$ cat config.mk
export PLATFORM = sky130hd
export DESIGN_NAME = led_blink_unit
export DESIGN_NICKNAME = d
export VERILOG_FILES = /design/src/rtl/led_blink_unit.sv
export SDC_FILE = /design/constraint.sdc
export NUM_CORES = 1
export LEC_CHECK = 0
export ABC_AREA = 1
export CORE_MARGIN = 4
export CORE_UTILIZATION = 35
export DETAILED_ROUTE_END_ITERATION = 10
export RECOVER_POWER = 50
export SYNTH_ARGS = -nofsm -noshare
export SYNTH_HDL_FRONTEND = slang
export SYNTH_SLANG_ARGS = --single-unit
$ cat constraint.sdc
create_clock -name i_clock -period 2.8 [get_ports i_clock]
set_input_delay 0.42 -clock i_clock [delete_from_list [all_inputs] [get_ports i_clock]]
set_output_delay 0.42 -clock i_clock [all_outputs]
set_load 0.02 [all_outputs]
$ cat src/rtl/led_blink_unit.sv
// Selectable-rate LED blinker: four free-running half-period counters each
// produce a 50 % square wave; the switches pick one, enable gates it onto the LED.
module led_blink_unit #(
    parameter int CLK_FREQ_HZ = 25_000_000,
    parameter int FREQ_0_HZ   = 100,
    parameter int FREQ_1_HZ   = 50,
    parameter int FREQ_2_HZ   = 10,
    parameter int FREQ_3_HZ   = 1,
    parameter bit SYNC_INPUTS = 1'b1
) (
    input  logic i_clock,
    input  logic i_reset,
    input  logic i_enable,
    input  logic i_switch_1,
    input  logic i_switch_2,
    output logic o_led_drive
);

    localparam int FREQ_HZ [4] = '{FREQ_0_HZ, FREQ_1_HZ, FREQ_2_HZ, FREQ_3_HZ};

    logic [2:0] raw_inputs;
    logic [2:0] clean_inputs;
    logic       enable_s;
    logic [1:0] select_s;
    logic [3:0] tog_vec;
    logic       led_reg;
    logic       led_next;

    assign raw_inputs = {i_enable, i_switch_1, i_switch_2};

    // Board switches are asynchronous; two flops settle them before use.
    generate
        if (SYNC_INPUTS) begin : g_sync
            logic [2:0] meta_reg;
            logic [2:0] sync_reg;
            always_ff @(posedge i_clock) begin
                if (i_reset) begin
                    meta_reg <= '0;
                    sync_reg <= '0;
                end else begin
                    meta_reg <= raw_inputs;
                    sync_reg <= meta_reg;
                end
            end
            assign clean_inputs = sync_reg;
        end else begin : g_nosync
            assign clean_inputs = raw_inputs;
        end
    endgenerate

    assign enable_s = clean_inputs[2];
    assign select_s = clean_inputs[1:0];

    genvar gi;
    generate
        for (gi = 0; gi < 4; gi++) begin : g_rate
            localparam int HALF_G = CLK_FREQ_HZ / (2 * FREQ_HZ[gi]);
            localparam int CW     = $clog2(HALF_G);
            localparam logic [CW-1:0] LAST = CW'(HALF_G - 1);

            logic [CW-1:0] cnt_reg;
            logic [CW-1:0] cnt_next;
            logic          tog_reg;
            logic          tog_next;

            // Wrap and toggle share the same cycle, so a half period is exactly HALF_G clocks.
            always_comb begin
                cnt_next = cnt_reg + CW'(1);
                tog_next = tog_reg;
                if (cnt_reg == LAST) begin
                    cnt_next = '0;
                    tog_next = ~tog_reg;
                end
            end

            always_ff @(posedge i_clock) begin
                if (i_reset) begin
                    cnt_reg <= '0;
                    tog_reg <= 1'b0;
                end else begin
                    cnt_reg <= cnt_next;
                    tog_reg <= tog_next;
                end
            end

            assign tog_vec[gi] = tog_reg;
        end
    endgenerate

    always_comb begin
        led_next = enable_s & tog_vec[select_s];
    end

    always_ff @(posedge i_clock) begin
        if (i_reset) begin
            led_reg <= 1'b0;
        end else begin
            led_reg <= led_next;
        end
    end

    assign o_led_drive = led_reg;

endmodule

==> out/metrics.cfg, run 1 <==
[power_and_ir_drop]
p_int_uw = 2066
finalPower_uw = 2655
combPwrFrac_pct = 2.6
swShare_pct = 22.20
power_frac_seq_pct = 49.9
p_per_area_nw_per_um2 = 538.5
p_switching_uw = 589.3
clkPwrFrac_pct = 47.5
leakage_uw = 0.001728
ir_drop_mv = 0.4608

[place]
io_buffer_count = 5
globalplace.congestion = 0.8027
dp_hpwl_mm = 6.326
pre_cts_ws_ps = 998.3

[sta]
skew_ps = 7.948
worst_slew_pin_slew_ps = 599.8
max-slew-margin-rel_pct = 59.92
hold_violations = 0
fin_tns_setup_ps = 0
fin_crit_ps = 1925
rsz0062_at_grt = false
fmax_mhz = 519.5
worst_slack_ps = 875.2
period_share_pct = 68.74
drv_slew = 0
hold_ws_ps = 404.0
finalSetupViolCount = 0

[floorplan]
die_h_um = 121.4
initial_core_util_pct = 35.64
core_um2 = 12620
std_cell_rows = 41
io_pins = 6
die_w_um = 121.4
dieArea_um2 = 14730

[global_routing]
gr-total-overflow = 0
grt_pass1_vias = 3594
grt_pass1_wl_mm = 15.43
grt_start_max_net_pins = 22
antenna_found_initial = 0
track_usage_pct = 12.59

[clock_tree]
clock_latency_ps = 340
cts_hold_buf = 0
path_clk_slew_ps = 70
cts_setup_buffers = 0
cts-htree-levels = 3
cts_tree = yes
cts_resized = 0
cts.sinks = 91
cts_buffers = 9
clock_tree.buffer_depth = 2
cts-root-buf = clkbuf_16

[finish]
final_core_util_pct = 39.06
n_fill_cell = 1369
regArea_um2 = 1822
n_antenna_cell = 0
synthToLayoutAreaGrowth_pct = 9.597
nNetsFinal = 653
largest_reg_flops = 80
multi_input_area_um2 = 2280
drive_above_1_share_pct = 5.864

[synth]
synth_top_family_by_area = simple AND/OR/NAND/NOR gates
syn_nets = 644
synthCells = 634
synth-edff-count = 0
ys_seq_elements = 91
synthArstFlopShare_pct = 0
synth_area_per_cell_um2 = 7.095
synth-simple-area-share_pct = 39.42
syn_area_um2 = 4498
synth-compound-area-share_pct = 4.729
synth.mux.area_fraction_pct = 0
synth_xor_area_share_pct = 6.620
synthAdderAreaFrac_pct = 1.391
seq_area_frac_synth_pct = 40.50
yosysUniqueCellTypes = 32
yosys_most_used_dff = dfxtp_1
yosys_warnings = 0

[worst_setup_path]
critical_path.top_delay_family = simple AND/OR/NAND/NOR gates
crit_chain = ha_1, nand3_1, nor3_1, nand2_2, nand2_1, nor2_1
critPathArrivalTime_ps = 2140
path_buf_inv = 0
path_class = reg -> reg
start_kind = flip-flop
worst_ep_required_time_ps = 3020
slowest_stage = nand2_1
slowest_delay_ps = 460
path_max_fanout = 16
critPathCaptureType = flip-flop

[routing]
wl_mm = 8.618
drt-initial-drc-count = 204
drc_errors = 0
ant_nets = 0
via_per_inst = 4.557
wl_per_cell_um = 10.51
firstDrtPassIters = 4
vias = 3737

[status]
outcome = complete, no violations

[hold_path]
hold_path.class = reg -> reg

[run]
drv_cap = 0

Yosys cell counts, types with 7 or more instances:
library cell	instances	area, um2
nor2_1	147	551.8
nand2_1	136	510.5
dfxtp_1	91	1822
inv_1	65	244.0
nand3_1	45	225.2
a21oi_1	31	155.2
xor2_1	20	175.2
nand4_1	16	100.1
xnor2_1	14	122.6
nand3b_1	8	60.06
nand2_2	7	43.79
logic make-up after synthesis:
family	count (synthesis)
buffers and inverters	73
DFF	91
and+or+nand+nor	390
AOI/OAI and AO/OA	41
adders and majority gates	5
xor gates and xnor gates	34
power by group through the flow:
stage          registers (uW)  clock network (uW)  logic, uW
5_1_grt                  1330                1340       79.5
4_1_cts                  1330                1290       73.0
2_1_floorplan            1350                   0       63.5
6_report                 1330                1260       68.0
3_5_place_dp             1360                   0       72.7
3_3_place_gp             1350                   0       69.3
worst register-to-register path, delay by kind of cell (launching register included):
| kind | cells | cell delay, ps |
|---|---|---|
| fa+ha+maj | 1 | 200 |
| flops | 1 | 360 |
| simple gates | 5 | 1260 |
layer usage:
metal / up-vias / global-route usage, % / wire length (um)
li1: 2012 / - / -
met1: 1682 / 15.63 / 4161
met2: 32 / 21.59 / 4096
met3: 11 / 2.937 / 232
met4: 0 / 3.852 / 127
met5: - / 0 / 0
path summary, 6_finish.rpt:
check	start	endpoint	slack (ps)	cells past startpoint
hold reg to reg	g_sync.meta_reg[1]	clean_inputs[1]	400	2
setup reg to reg	g_rate[1].cnt_reg[0]	g_rate[1].cnt_reg[11]	880	6
setup / recovery	g_rate[1].cnt_reg[0]	g_rate[1].cnt_reg[11]	880	6
hold / removal	g_sync.meta_reg[1]	clean_inputs[1]	400	2
cell usage in the layout (no fill, tap or decap), types with 3 or more instances in the layout:
cell type and instances:
nor2_2 6, inv_6 3, nand3_1 47, nand3b_1 8, nand4_1 16, nor2_1 149, xor2_1 20, inv_1 65
ha_1 5, nor2_4 4, nand2_2 6, xnor2_1 14, nand2_1 139, clkbuf_16 9, a21oi_1 31, o21ai_0 6
clkdlybuf4s50_1 4, nor3_1 6, dfxtp_1 91
cell type report:
type | count | share of cell area, %
inverters | 66 | 5.127
well taps | 172 | 4.365
clock buffers | 10 | 4.848
repair buffers | 5 | 1.015
flip-flops and latches | 91 | 36.95
multi-input cells | 470 | 46.24
clock inverters | 6 | 1.447
through the flow:
| step | cell area [um2] | std cells |
|---|---|---|
| global placement | 4686 | 804 |
| floorplan | 4498 | 634 |
| global route | 4930 | 820 |
| finish | 4930 | 820 |
| detailed placement | 4686 | 804 |
| CTS | 4996 | 820 |
No activity file was read; power rests on OpenSTA's default activity.
==> run 2: changes to the inputs <==
==> constraint.sdc (replaced) <==
create_clock -name i_clock -period 1.95 [get_ports i_clock]
set_input_delay 0.2925 -clock i_clock [delete_from_list [all_inputs] [get_ports i_clock]]
set_output_delay 0.2925 -clock i_clock [all_outputs]
set_load 0.02 [all_outputs]
==> run 2 against run 1 <==
Net effect:
- die area stayed put
- non-clock buffer count increased by 1
- register-to-register slack got worse by 570 ps
- sequential share of layout area decreased by 0.24 points
- hold slack worse by 2.8 ps
- sequential power rose by 43%
- clock-buffer cell count did not move
- critical path depth did not move
- sequential cell count unchanged
- global-route usage fell by 0.33 points
- critical endpoint is now g_rate[2].cnt_reg[10]
- largest cell class unchanged
- largest power group unchanged
==> out/metrics.cfg, run 2 (synthesized netlist as in run 1, its figures left out) <==
[place]
post-place-cells = 805
io_buffer_count = 5
dp_hpwl_mm = 6.167
globalplace.congestion = 0.8426

[routing]
via_per_inst = 4.604
vias = 3775
drc_errors = 0
ant_nets = 0
firstDrtPassIters = 4
drt-initial-drc-count = 316
wl_per_cell_um = 10.33
wl_mm = 8.467

[finish]
layout_common_cells = 148 x nor2_1, 137 x nand2_1, 91 x dfxtp_1
synthToLayoutAreaGrowth_pct = 10.32
n_antenna_cell = 0
drive_above_1_share_pct = 6.327
largest_reg_flops = 80
final_core_util_pct = 39.32
nNetsFinal = 654
final_cells = 820
layout_commonest_cell = nor2_1

[sta]
drv_slew = 0
period_share_pct = 84.18
rsz0062_at_grt = false
max-slew-margin-rel_pct = 74.56
skew_ps = 6.818
worst_slew_pin_slew_ps = 378.6
finalSetupViolCount = 0
fin_crit_ps = 1641
fin_tns_setup_ps = 0
fmax_mhz = 609.2
hold_violations = 0

[power_and_ir_drop]
ir_drop_mv = 0.4274
leakage_uw = 0.001733
p_per_area_nw_per_um2 = 774.9

[worst_setup_path]
critPathCaptureType = flip-flop
slowest_stage = nand2_2
critical_path.top_delay_family = simple AND/OR/NAND/NOR gates
path_class = reg -> reg
path_max_fanout = 17
slowest_delay_ps = 360
start_kind = flip-flop
worst_ep_required_time_ps = 2170
path_buf_inv = 0
critPathArrivalTime_ps = 1860
crit_chain = ha_1, nand3_1, nor2_1, nand3_1, nand2_2, nor2_1

[clock_tree]
clock_tree.buffer_depth = 2
cts-htree-levels = 3
path_clk_slew_ps = 60
clock_latency_ps = 340
cts-root-buf = clkbuf_16
cts_setup_buffers = 0
cts_resized = 0
cts_buffers = 9
cts.sinks = 91
cts_tree = yes
cts_hold_buf = 0

[floorplan]
dieArea_um2 = 14730
initial_core_util_pct = 35.64
std_cell_rows = 41
die_w_um = 121.4
core_um2 = 12620
io_pins = 6
die_h_um = 121.4

[global_routing]
antenna_found_initial = 0
gr-total-overflow = 0
track_usage_pct = 12.25
grt_pass1_wl_mm = 15.00
grt_start_max_net_pins = 22
grt_pass1_vias = 3530

[status]
outcome = complete, no violations

[run]
drv_cap = 0

[hold_path]
hold_path.class = reg -> reg

==> run 2: cell count changes in the layout (fill, tap and decap cells not counted), sizes merged <==
| cell | delta |
|---|---|
| bufinv | +1 |
| clkbuf | +1 |
| clkinv | +1 |
| inv | -3 |
==> run 2: area by class of cell <==
type                            instances  area (um2)
Timing Repair Buffer                    6       53.80
Sequential cell                        91        1822
Fill cell                            1341        7657
Inverter                               66       252.7
Clock inverter                          5       77.57
Multi-Input combinational cell        470        2302
Clock buffer                           10       239.0
Tap cell                              172       215.2
==> run 2: worst paths after layout <==
path                              from                     to  slack (ps)  depth (start not counted)
setup / recovery  g_rate[2].cnt_reg[0]  g_rate[2].cnt_reg[10]         310                          6
hold / removal      g_sync.meta_reg[1]        clean_inputs[1]         400                          2
setup reg to reg  g_rate[2].cnt_reg[0]  g_rate[2].cnt_reg[10]         310                          6
hold reg to reg     g_sync.meta_reg[1]        clean_inputs[1]         400                          2
==> run 2: worst register-to-register path, cell delays in order (launching register included) <==
cell and delay, ps:
dfxtp_1 350, ha_1 210, nand3_1 140, nor2_1 130, nand3_1 240, nand2_2 360
nor2_1 90
==> run 2: metrics by stage <==
| stage | cell area, um2 | power [uW] | worst slack [ps] | hold slack [ps] |
|---|---|---|---|---|
| after floorplan | 4498 | 2034 | 587.2 | 388.3 |
| after global placement | 4693 | 2046 | 472.0 | 390.7 |
| after detailed placement | 4693 | 2051 | 369.9 | 394.4 |
| after CTS | 5010 | 3906 | 347.1 | 407.2 |
| after global routing | 4962 | 3997 | 102.3 | 418.0 |
| final | 4962 | 3845 | 308.6 | 401.2 |
==> run 2: layer usage <==
metal	share of wire [%]	global-route usage, %	up-vias
met3	3.4	3.263	10
li1	-	-	2016
met1	49	15.22	1688
met5	0	0	-
met4	1.5	4.482	0
met2	46	20.35	61
==> run 2: where the power goes <==
| group | switching [uW] | total [uW] | leakage [uW] | internal (uW) |
|---|---|---|---|---|
| Sequential | 18.9 | 1900 | 0.000737 | 1890 |
| Clock | 696 | 1840 | 0.000154 | 1150 |
| Combinational | 62.5 | 100 | 0.000842 | 37.7 |
| Total | 777 | 3850 | 0.00173 | 3070 |
==> run 3: changes to the inputs <==
==> constraint.sdc (replaced) <==
create_clock -name i_clock -period 1.6 [get_ports i_clock]
set_input_delay 0.24 -clock i_clock [delete_from_list [all_inputs] [get_ports i_clock]]
set_output_delay 0.24 -clock i_clock [all_outputs]
set_load 0.02 [all_outputs]
==> run 3 against run 2 <==
Net effect:
- non-clock buffer count up 2
- via count down 0.72%
- sequential cell count unchanged
- register-to-register slack worse by 200 ps
- combinational power rose by 27%
- sequential power increased by 22%
- global-route usage up 0.12 points
- sequential share of layout area fell by 0.36 points
- cell count is 0.24% higher
- first-iteration DRC count shrank 16%
==> out/metrics.cfg, run 3 (synthesized netlist as in run 1, its figures left out) <==
[finish]
n_antenna_cell = 0
nNetsFinal = 656
layout_common_cells = 147 x nor2_1, 136 x nand2_1, 91 x dfxtp_1
design_area_um2 = 5011
drive_above_1_share_pct = 7.231
largest_reg_flops = 80
synthToLayoutAreaGrowth_pct = 11.40
layout_commonest_cell = nor2_1

[routing]
drc_errors = 0
ant_nets = 0
drt-initial-drc-count = 267
vias = 3748
wl_mm = 8.440
via_per_inst = 4.560
wl_per_cell_um = 10.27
firstDrtPassIters = 7

[floorplan]
die_h_um = 121.4
dieArea_um2 = 14730
io_pins = 6
std_cell_rows = 41
die_w_um = 121.4
core_um2 = 12620
initial_core_util_pct = 35.64

[sta]
fmax_mhz = 650.1
finalSetupViolCount = 0
worst_slew_pin_slew_ps = 294.1
rsz0062_at_grt = false
hold_violations = 0
worst_slack_ps = 61.80
fin_tns_setup_ps = 0
drv_slew = 0
fin_crit_ps = 1538
period_share_pct = 96.14
skew_ps = 6.558
max-slew-margin-rel_pct = 80.39

[global_routing]
track_usage_pct = 12.37
grt_pass1_vias = 3569
gr-total-overflow = 0
grt_pass1_wl_mm = 14.90
grt_start_max_net_pins = 22
antenna_found_initial = 0

[clock_tree]
cts-root-buf = clkbuf_16
cts_buffers = 9
cts-htree-levels = 3
clock_latency_ps = 350
path_clk_slew_ps = 60
cts_tree = yes
cts_resized = 0
clock_tree.buffer_depth = 2
cts_setup_buffers = 0
cts_hold_buf = 0
cts.sinks = 91

[worst_setup_path]
path_class = reg -> out
slowest_stage = clkdlybuf4s50_1
crit_end = o_led_drive
start_kind = flip-flop
path_buf_inv = 1
setup.worst_path.start = o_led_drive
r2r-end = g_rate[0].cnt_reg[10]
slowest_delay_ps = 610
critPathArrivalTime_ps = 1300
critPathCaptureType = primary output
worst_ep_required_time_ps = 1360
cp.depth = 1
r2r_start = g_rate[0].cnt_reg[0]
critical_path.top_delay_family = buffers and inverters
path_max_fanout = 1
reg2reg_depth = 8
crit_chain = clkdlybuf4s50_1
rrSetupSlack_ps = 110

[power_and_ir_drop]
p_per_area_nw_per_um2 = 898.8
ir_drop_mv = 0.6469
leakage_uw = 0.001747

[place]
place_area_um2 = 4708
dp_hpwl_mm = 6.245
globalplace.congestion = 0.8369
io_buffer_count = 5
pre_cts_ws_ps = 31.73

[run]
drv_cap = 0

[hold_path]
hold_path.class = reg -> reg

[status]
outcome = complete, no violations

## run 3: cell count changes in the layout (fill, tap and decap cells not counted), sizes merged
cell	delta
buf	+2
bufinv	-1
clkinvlp	+1
## run 3: worst min path at each step
| stage | startpoint | end | slack, ps | cells after the start |
|---|---|---|---|---|
| global placement | g_sync.meta_reg[2] | clean_inputs[2] | 390 | 2 |
| CTS | g_sync.meta_reg[1] | clean_inputs[1] | 400 | 2 |
| detailed placement | g_sync.meta_reg[1] | clean_inputs[1] | 390 | 2 |
| floorplan | i_switch_2 | g_sync.meta_reg[0] | 350 | 2 |
| finish | g_sync.meta_reg[2] | clean_inputs[2] | 400 | 2 |
| global route | i_switch_2 | g_sync.meta_reg[0] | 430 | 3 |
## run 3: report_power, final
part / switching, uW / leakage [uW] / internal, uW / total, uW
registers: 23.2 / 0.000737 / 2300 / 2320
clock network: 860 / 0.000134 / 1200 / 2060
logic: 77.9 / 0.000876 / 49.3 / 127
## run 3: cell type report
| type | count | area (um2) |
|---|---|---|
| Tap cell | 172 | 215.2 |
| Inverter | 66 | 252.7 |
| Sequential cell | 91 | 1822 |
| Multi-Input combinational cell | 470 | 2369 |
| Clock buffer | 10 | 229.0 |
| Clock inverter | 5 | 55.05 |
| Fill cell | 1341 | 7609 |
| Timing Repair Buffer | 8 | 68.82 |
## run 3: per-stage QoR
| step | utilization [%] | hold slack, ps | total power (uW) | std cells |
|---|---|---|---|---|
| CTS | 39.56 | 402.1 | 4590 | 822 |
| global placement | 37.31 | 391.6 | 2493 | 807 |
| detailed placement | 37.31 | 393.8 | 2499 | 807 |
| floorplan | - | 347.0 | 2479 | 634 |
| global route | 39.71 | 426.5 | 4696 | 822 |
| finish | 39.71 | 400.4 | 4504 | 822 |
## run 3: per-layer routing
metal	up-vias	wire (um)	global-route usage (%)
met5	-	0	0
met4	0	96	4.342
met3	7	317	3.776
met2	39	3954	21.24
met1	1686	4071	14.57
li1	2016	-	-
